===== config.mk =====
export PLATFORM = sky130hd
export DESIGN_NAME = wptr_full
export DESIGN_NICKNAME = d
export VERILOG_FILES = /design/src/rtl/fifo_pkg.sv /design/src/rtl/sync_r2w.sv /design/src/rtl/wptr_full.sv
export SDC_FILE = /design/constraint.sdc
export NUM_CORES = 1
export LEC_CHECK = 0
export ABC_CLOCK_PERIOD_IN_PS = 3700
export CORE_UTILIZATION = 51
export DETAILED_ROUTE_END_ITERATION = 8
export PLACE_DENSITY = 0.86
export SKIP_LAST_GASP = 1
export SLEW_MARGIN = 20
export SYNTH_ARGS = -nofsm -noshare
export SYNTH_HDL_FRONTEND = slang
export SYNTH_SLANG_ARGS = --single-unit

===== constraint.sdc =====
create_clock -name wclk -period 3.7 [get_ports wclk]
set_input_delay 0.555 -clock wclk [delete_from_list [all_inputs] [get_ports wclk]]
set_output_delay 0.555 -clock wclk [all_outputs]
set_load 0.02 [all_outputs]

===== src/rtl/fifo_pkg.sv =====
// Shared async-FIFO definitions: default address width and Gray/binary conversions.
// Conversions work on MaxPtrW bits; callers zero-extend narrower pointers and drop the upper bits.
package fifo_pkg;

  localparam int unsigned DefaultAddrLines = 8;
  localparam int unsigned MaxPtrW          = 32;

  function automatic logic [MaxPtrW-1:0] bin2gray(input logic [MaxPtrW-1:0] b);
    return (b >> 1) ^ b;
  endfunction

  // XOR prefix from the MSB down.
  function automatic logic [MaxPtrW-1:0] gray2bin(input logic [MaxPtrW-1:0] g);
    logic [MaxPtrW-1:0] b;
    b[MaxPtrW-1] = g[MaxPtrW-1];
    for (int i = MaxPtrW - 2; i >= 0; i--) begin
      b[i] = b[i+1] ^ g[i];
    end
    return b;
  endfunction

endpackage


===== src/rtl/sync_r2w.sv =====
// Two-flop synchroniser bringing a read-domain bus into the write clock domain.
module sync_r2w #(
  parameter int unsigned WIDTH = 1
) (
  input  logic             wclk,
  input  logic             wrst,
  input  logic [WIDTH-1:0] d,
  output logic [WIDTH-1:0] q
);

  logic [WIDTH-1:0] wq1;

  always_ff @(posedge wclk) begin
    if (wrst) begin
      wq1 <= '0;
      q   <= '0;
    end else begin
      wq1 <= d;
      q   <= wq1;
    end
  end

endmodule


===== src/rtl/wptr_full.sv =====
// Write-side pointer and status logic of the async FIFO: binary/Gray write pointers,
// synchronised read pointer, and registered full, almost-full, fill count and sticky overflow.
module wptr_full import fifo_pkg::*; #(
  parameter int unsigned ADDR_LINES  = DefaultAddrLines,
  parameter int unsigned AFULL_LEVEL = 192
) (
  input  logic                  wclk,
  input  logic                  wrst,
  input  logic                  winc,
  input  logic [ADDR_LINES:0]   rptr,
  input  logic                  ovf_clr,
  output logic [ADDR_LINES-1:0] waddr,
  output logic [ADDR_LINES:0]   wptr,
  output logic                  wfull,
  output logic                  walmost_full,
  output logic [ADDR_LINES:0]   wcount,
  output logic                  woverflow
);

  localparam int unsigned PtrW = ADDR_LINES + 1;

  logic [PtrW-1:0]         wbin;
  logic [PtrW-1:0]         wbinnext;
  logic [PtrW-1:0]         wgraynext;
  logic [PtrW-1:0]         wq2_rptr;
  logic [PtrW-1:0]         wq2_rbin;
  logic [PtrW-1:0]         wcount_next;
  logic [MaxPtrW-PtrW-1:0] gray_unused;
  logic [MaxPtrW-PtrW-1:0] rbin_unused;
  logic                    accept;
  logic                    wfull_val;
  logic                    afull_val;

  sync_r2w #(
    .WIDTH (PtrW)
  ) u_sync_r2w (
    .wclk (wclk),
    .wrst (wrst),
    .d    (rptr),
    .q    (wq2_rptr)
  );

  always_comb begin
    accept                   = winc & ~wfull;
    wbinnext                 = wbin + PtrW'(accept);
    {gray_unused, wgraynext} = bin2gray(MaxPtrW'(wbinnext));
    {rbin_unused, wq2_rbin}  = gray2bin(MaxPtrW'(wq2_rptr));
    // Full when the write pointer leads the read pointer by exactly one lap.
    wfull_val   = (wgraynext == {~wq2_rptr[PtrW-1:PtrW-2], wq2_rptr[PtrW-3:0]});
    wcount_next = wbinnext - wq2_rbin;
    afull_val   = (wcount_next >= PtrW'(AFULL_LEVEL));
  end

  always_ff @(posedge wclk) begin
    if (wrst) begin
      wbin         <= '0;
      wptr         <= '0;
      wfull        <= 1'b0;
      walmost_full <= 1'b0;
      wcount       <= '0;
      woverflow    <= 1'b0;
    end else begin
      wbin         <= wbinnext;
      wptr         <= wgraynext;
      wfull        <= wfull_val;
      walmost_full <= afull_val;
      wcount       <= wcount_next;
      // A rejected write outranks a simultaneous clear.
      if (winc && wfull) begin
        woverflow <= 1'b1;
      end else if (ovf_clr) begin
        woverflow <= 1'b0;
      end
    end
  end

  assign waddr = wbin[ADDR_LINES-1:0];

endmodule


### Word level (Yosys, flattened, before mapping)

Cells that the tools add are included.

| cells by class | value |
|---|---|
| equality and inequality tests | 1 |
| add/sub/neg operators | 2 |
| reductions and logical operators | 2 |
| multiplexer cells | 2 |
| bitwise gates (word level) | 12 |
| magnitude comparators | 1 |

Operators by type and width:

| operator | count |
|---|---|
| adder 9 x 1 -> 9 bit | 1 |
| == test 9 bit | 1 |
| greater-or-equal comparator 9 x 8 -> 1 bit, second input constant | 1 |
| subtractor 9 bit | 1 |
| bitwise XOR 8 x 9 -> 9 bit | 1 |
| bitwise XOR 1 bit | 8 |
| two-way mux 1 bit | 2 |
| NOT 2 bit | 1 |
| nonzero test 2 bit | 1 |
| AND 1 bit | 1 |
| logical AND 1 bit | 1 |
| NOT 1 bit | 1 |

| storage, ports and cells | value |
|---|---|
| input bits | 13 |
| flip-flop bits (word level) | 48 |
| word-level logic and storage cells | 28 |
| output and inout bits | 29 |

### Logic depth before layout (Yosys ltp)

| depth | value |
|---|---|
| word-level depth | 10 |
| mapped depth | 14 |
| mapped depth without buffers | 14 |

### By module

From an unflattened synthesis, not the netlist that was laid out.

| second synthesis, totals | value |
|---|---|
| cells, all modules | 217 |
| area, all modules | 2,129.5 µm² |

Modules (own cells, without submodules):

| module | instances | cells each | area an instance (µm²) | sequential area each (µm²) |
|---|---|---|---|---|
| wptr_full | 1 | 180 | 1,640.3 | 580.6 |
| sync_r2w | 1 | 37 | 489.2 | 360.3 |

### Least setup slack after synthesis

No wires, ideal clock.

| timing | value |
|---|---|
| path type | register to register |
| from | register u_sync_r2w.q[8] |
| to | register walmost_full |
| arrival | 2,871 ps |
| slack | 698 ps |
| period minus slack after synthesis | 3,002 ps |
| path buffers | 0 |
| setup time | 132 ps |
| data required time | 3,568 ps |
| stages on the path, launching flop included | 15 |
| cells stage by stage | dfxtp_1 -> xnor2_2 -> xor2_4 -> xnor2_2 -> xor2_2 -> xor2_2 -> xnor2_1 -> ha_1 -> fa_1 -> nor2b_1 -> o21a_1 -> o21ai_0 -> a31oi_1 -> xnor2_1 -> a21oi_1 |

| between the ends | value |
|---|---|
| cells in the longest elaborated chain, start to end | 10 |

Ends and longest elaborated chain:

| element | line | text |
|---|---|---|
| start, declared | sync_r2w.sv:8 | `output logic [WIDTH-1:0] q` |
| start signal, assigned | sync_r2w.sv:19 | `q <= wq1;` |
| bitwise XOR 1 bit (8 in a row) | fifo_pkg.sv:17 | `b[i] = b[i+1] ^ g[i];` |
| subtractor 9 bit (*) | wptr_full.sv:50 | `wcount_next = wbinnext - wq2_rbin;` |
| greater-or-equal comparator 9 x 8 -> 1 bit (*) | wptr_full.sv:51 | `afull_val = (wcount_next >= PtrW'(AFULL_LEVEL));` |
| end signal, assigned | wptr_full.sv:66 | `walmost_full <= afull_val;` |
| end, declared | wptr_full.sv:15 | `output logic walmost_full,` |

Every way passes the cells marked *; elsewhere a longest branch is shown, timed or not.
A chain may end at the register's enable or synchronous reset.

### Worst setup path after layout

Same ends and word-level chain as after synthesis.

==> summary.md <==
| Metric | Value |
|---|---|
| Layout Nets | `a little under 300` |
| Cell taking the most area after synthesis | `dfxtp_1` |
| Final Hold Viols | `0` |
| Post_cts resized | `0` |
| Port bufs | `41` |
| Avg Inst Size Synth | `9.64 um^2` |
| Slew Limit Fails | `0` |
| Peak VDD IR | `around 0.00033 V` |
| Sequential cell area fraction in the yosys report | `45.2%` |
| RSZ-0062 raised after global routing | `no` |
| Most common cell after layout, fill and taps aside | `dfxtp_1` |
| Unique masters post-synth | `32` |
| Via density | `4.96` |
| Die area | `between 4000 and 5000 um^2` |
| Critical Path Source Type | `register` |
| Vias | `around 1600` |
| Cell row count | `22` |
| Core area | `3800 um^2` |
| Synth top area share | `between 40% and 50%` |
| Crit path max fanout | `4` |
| CTS max path bufs | `2` |
| Antenna cells | `0` |
| CP Depth | `14` |
| FF-to-FF path depth | `14` |
| Post-CTS Hold Fix Bufs | `0` |
| Vias in the first global route | `1405` |
| Grt total ovfl | `0` |
| First-pass GRT wire length | `between 6 and 7 mm` |
| Layout Skew | `between 0.006 and 0.007 ns` |
| Die Ht | `~66 um` |
| Initial DRC Count | `93` |
| RePlAce Congestion | `0.954` |
| Layout Area Growth over Synthesis | `29.5%` |
| Area of the mapped netlist | `~2100 um^2` |
| Seq cells post-synth | `47` |
| Starting Density | `between 50% and 60%` |
| Max-cap violations | `0` |
| Crit-path cells | `xnor2_2 -> xor2_4 -> xnor2_2 -> xor2_2 -> xor2_2 -> xnor2_1 -> ha_1 -> fa_1 -> nor2b_1 -> o21a_1 -> o21ai_0 -> a31oi_1 -> xnor2_1 -> a21oi_1` |
| F_max | `between 200 and 300 MHz` |
| Clk_lat worst skew | `approximately 0.3 ns` |
| Critical Path RT | `slightly below 4 ns` |
| CP bufs+invs | `0` |
| Final ANT Viol Nets | `0` |
| DRC errors left | `0` |
| Worst Hold Margin | `between 0.4 and 0.5 ns` |
| Crit path max-delay family | `XOR/XNOR gates` |
| CP endpoint kind | `register` |
| Final core occ | `a little under three quarters` |
| Number of detailed-route iterations in the first pass | `4` |
| Layout fillers | `between 200 and 300` |
| Worst-path clk slew | `around 0.080 ns` |
| Number of placed I/O pins | `42` |
| Tmin final | `between 3 and 4 ns` |
| Most frequent cells in the layout | `dfxtp_1 (47), clkdlybuf4s50_1 (41), nor2_1 (29), nor2b_1 (24), xnor2_1 (16)` |
| Share of cells above drive strength 1 | `a little under a tenth` |
| Worst-Margin Slew | `roughly 0.56 ns` |
| # H-tree levels | `2` |
| Detailed Place HPWL | `2.90 mm` |
| Synth top area cells | `dfxtp_1 (45%), nor2b_1 (7.2%), xnor2_1 (6.7%), ha_1 (6.0%), nor2_1 (5.2%)` |
| Routed WL per cell | `11.8 um` |
| Leakage | `about 1.1 nW` |
| Syn Inst Count | `216` |
| Power per cell area | `roughly 470 nW/um^2` |
| Placed Cells | `between 300 and 400` |
| Crit path kind | `reg -> reg` |
| Worst path slowest cell | `fa_1` |
| Total GRT Usage | `between 10% and 20%` |
| Post-CTS setup buffers | `0` |
| Initial antenna violation count | `0` |
| Root Buffer | `clkbuf_8` |
| Hold Crit Class | `reg -> reg` |
| Die width | `between 60 and 70 um` |
| Hold Path Depth | `1` |
| Largest net degree at the start of global routing | `21` |
| Number of buffers created by CTS | `5` |
| CTS tree | `done` |
| Final period util | `91.6%` |
| Clk sinks | `47` |
| Fin Setup TNS | `0 ns` |
| Max incr delay on CP | `0.38 ns` |
| Final Non-Filler Cells | `between 300 and 400` |
| Max-Slew Margin vs Limit | `between 60% and 70%` |
| Wirelength, routed | `between 3 and 4 mm` |
| Synth warnings | `0` |
| Setup-failing EPs final | `0` |
| Run status | `finished, final reports clean` |
| Arrival time worst endpoint | `3.57 ns` |
| Synth Net Count | `240` |
==> power breakdown <==
group / internal, mW / leakage [nW] / total (mW) / switching, mW
Sequential: 0.546 / 0.387 / 0.561 / 0.0152
Clock: 0.218 / 0.0612 / 0.383 / 0.164
Combinational: 0.156 / 0.671 / 0.314 / 0.158
Total: 0.921 / 1.12 / 1.26 / 0.337
==> cell families (layout without fill, tap and decap cells) <==
logic type | after synthesis | count (layout) | synth area share [%]
AO/OA/AOI/OAI | 22 | 22 | 6.79
XOR/XNOR | 34 | 34 | 17.4
adder cells (fa/ha/maj) | 11 | 11 | 6.97
buffers and inverters | 16 | 66 | 2.88
flip-flops | 47 | 47 | 45.2
multiplexers | 2 | 2 | 1.02
AND/OR/NAND/NOR | 84 | 84 | 19.8
==> metrics by stage <==
| step | power (mW) | area (um^2) | setup slack, ns |
|---|---|---|---|
| after floorplan | 0.780 | 2080 | 0.698 |
| after global placement | 0.883 | 2580 | 0.320 |
| after detailed placement | 0.888 | 2580 | 0.272 |
| after CTS | 1.27 | 2700 | 0.313 |
| after global routing | 1.33 | 2700 | 0.0710 |
| final | 1.26 | 2700 | 0.311 |
==> routing by layer <==
metal  share of wire, %  routed length (um)  global-route usage, %
met5                  0                   0                      0
met3                4.2                 157                   5.17
met2                 50                1840                   33.5
met1                 44                1650                   22.4
met4                1.9                  70                   8.97
==> registers in the layout, indices dropped and copies added, names as in the netlist <==
register,cells
u_sync_r2w.q,9
u_sync_r2w.wq1,9
walmost_full,1
wbin,8
wcount,9
wfull,1
woverflow,1
wptr,9
==> Yosys cell counts <==
| master | number |
|---|---|
| nand2b_1 | 1 |
| a21oi_1 | 9 |
| o21ba_2 | 1 |
| o21a_1 | 3 |
| nand2_1 | 12 |
| mux2i_1 | 1 |
| mux2_2 | 1 |
| o21ai_0 | 3 |
| inv_1 | 11 |
| nand4_1 | 2 |
| nor2b_1 | 24 |
| xnor2_1 | 16 |
| and2_1 | 2 |
| xor2_4 | 1 |
| xnor2_2 | 2 |
| fa_1 | 1 |
| nor2_1 | 29 |
| nor3_1 | 5 |
| xor2_2 | 4 |
| a21bo_2 | 1 |
| dfxtp_1 | 47 |
| and3b_1 | 1 |
| o211ai_1 | 1 |
| ha_1 | 10 |
| o2111a_1 | 1 |
| a21boi_0 | 1 |
| nand3_1 | 5 |
| clkbuf_1 | 5 |
| or3_1 | 1 |
| a31oi_1 | 2 |
| xor2_1 | 11 |
| and3_1 | 2 |
==> cell type report <==
| type | instances | area [um^2] | area share, % |
|---|---|---|---|
| clock buffers | 6 | 82.6 | 3.06 |
| repair buffers | 47 | 455 | 16.9 |
| flip-flops and latches | 47 | 941 | 34.9 |
| inverters | 11 | 41.3 | 1.53 |
| well taps | 48 | 60.1 | 2.23 |
| clock inverters | 2 | 35.0 | 1.30 |
| multi-input cells | 153 | 1080 | 40.1 |
==> worst paths after layout <==
path | start | to | slack, ns
setup / recovery | u_sync_r2w.q[8]$_SDFF_PP0_ | walmost_full$_SDFF_PP0_ | 0.31
hold reg to reg | u_sync_r2w.wq1[5]$_SDFF_PP0_ | u_sync_r2w.q[5]$_SDFF_PP0_ | 0.44
hold / removal | u_sync_r2w.wq1[5]$_SDFF_PP0_ | u_sync_r2w.q[5]$_SDFF_PP0_ | 0.44
setup reg to reg | u_sync_r2w.q[8]$_SDFF_PP0_ | walmost_full$_SDFF_PP0_ | 0.31
Power figures use the tool's default switching activity.
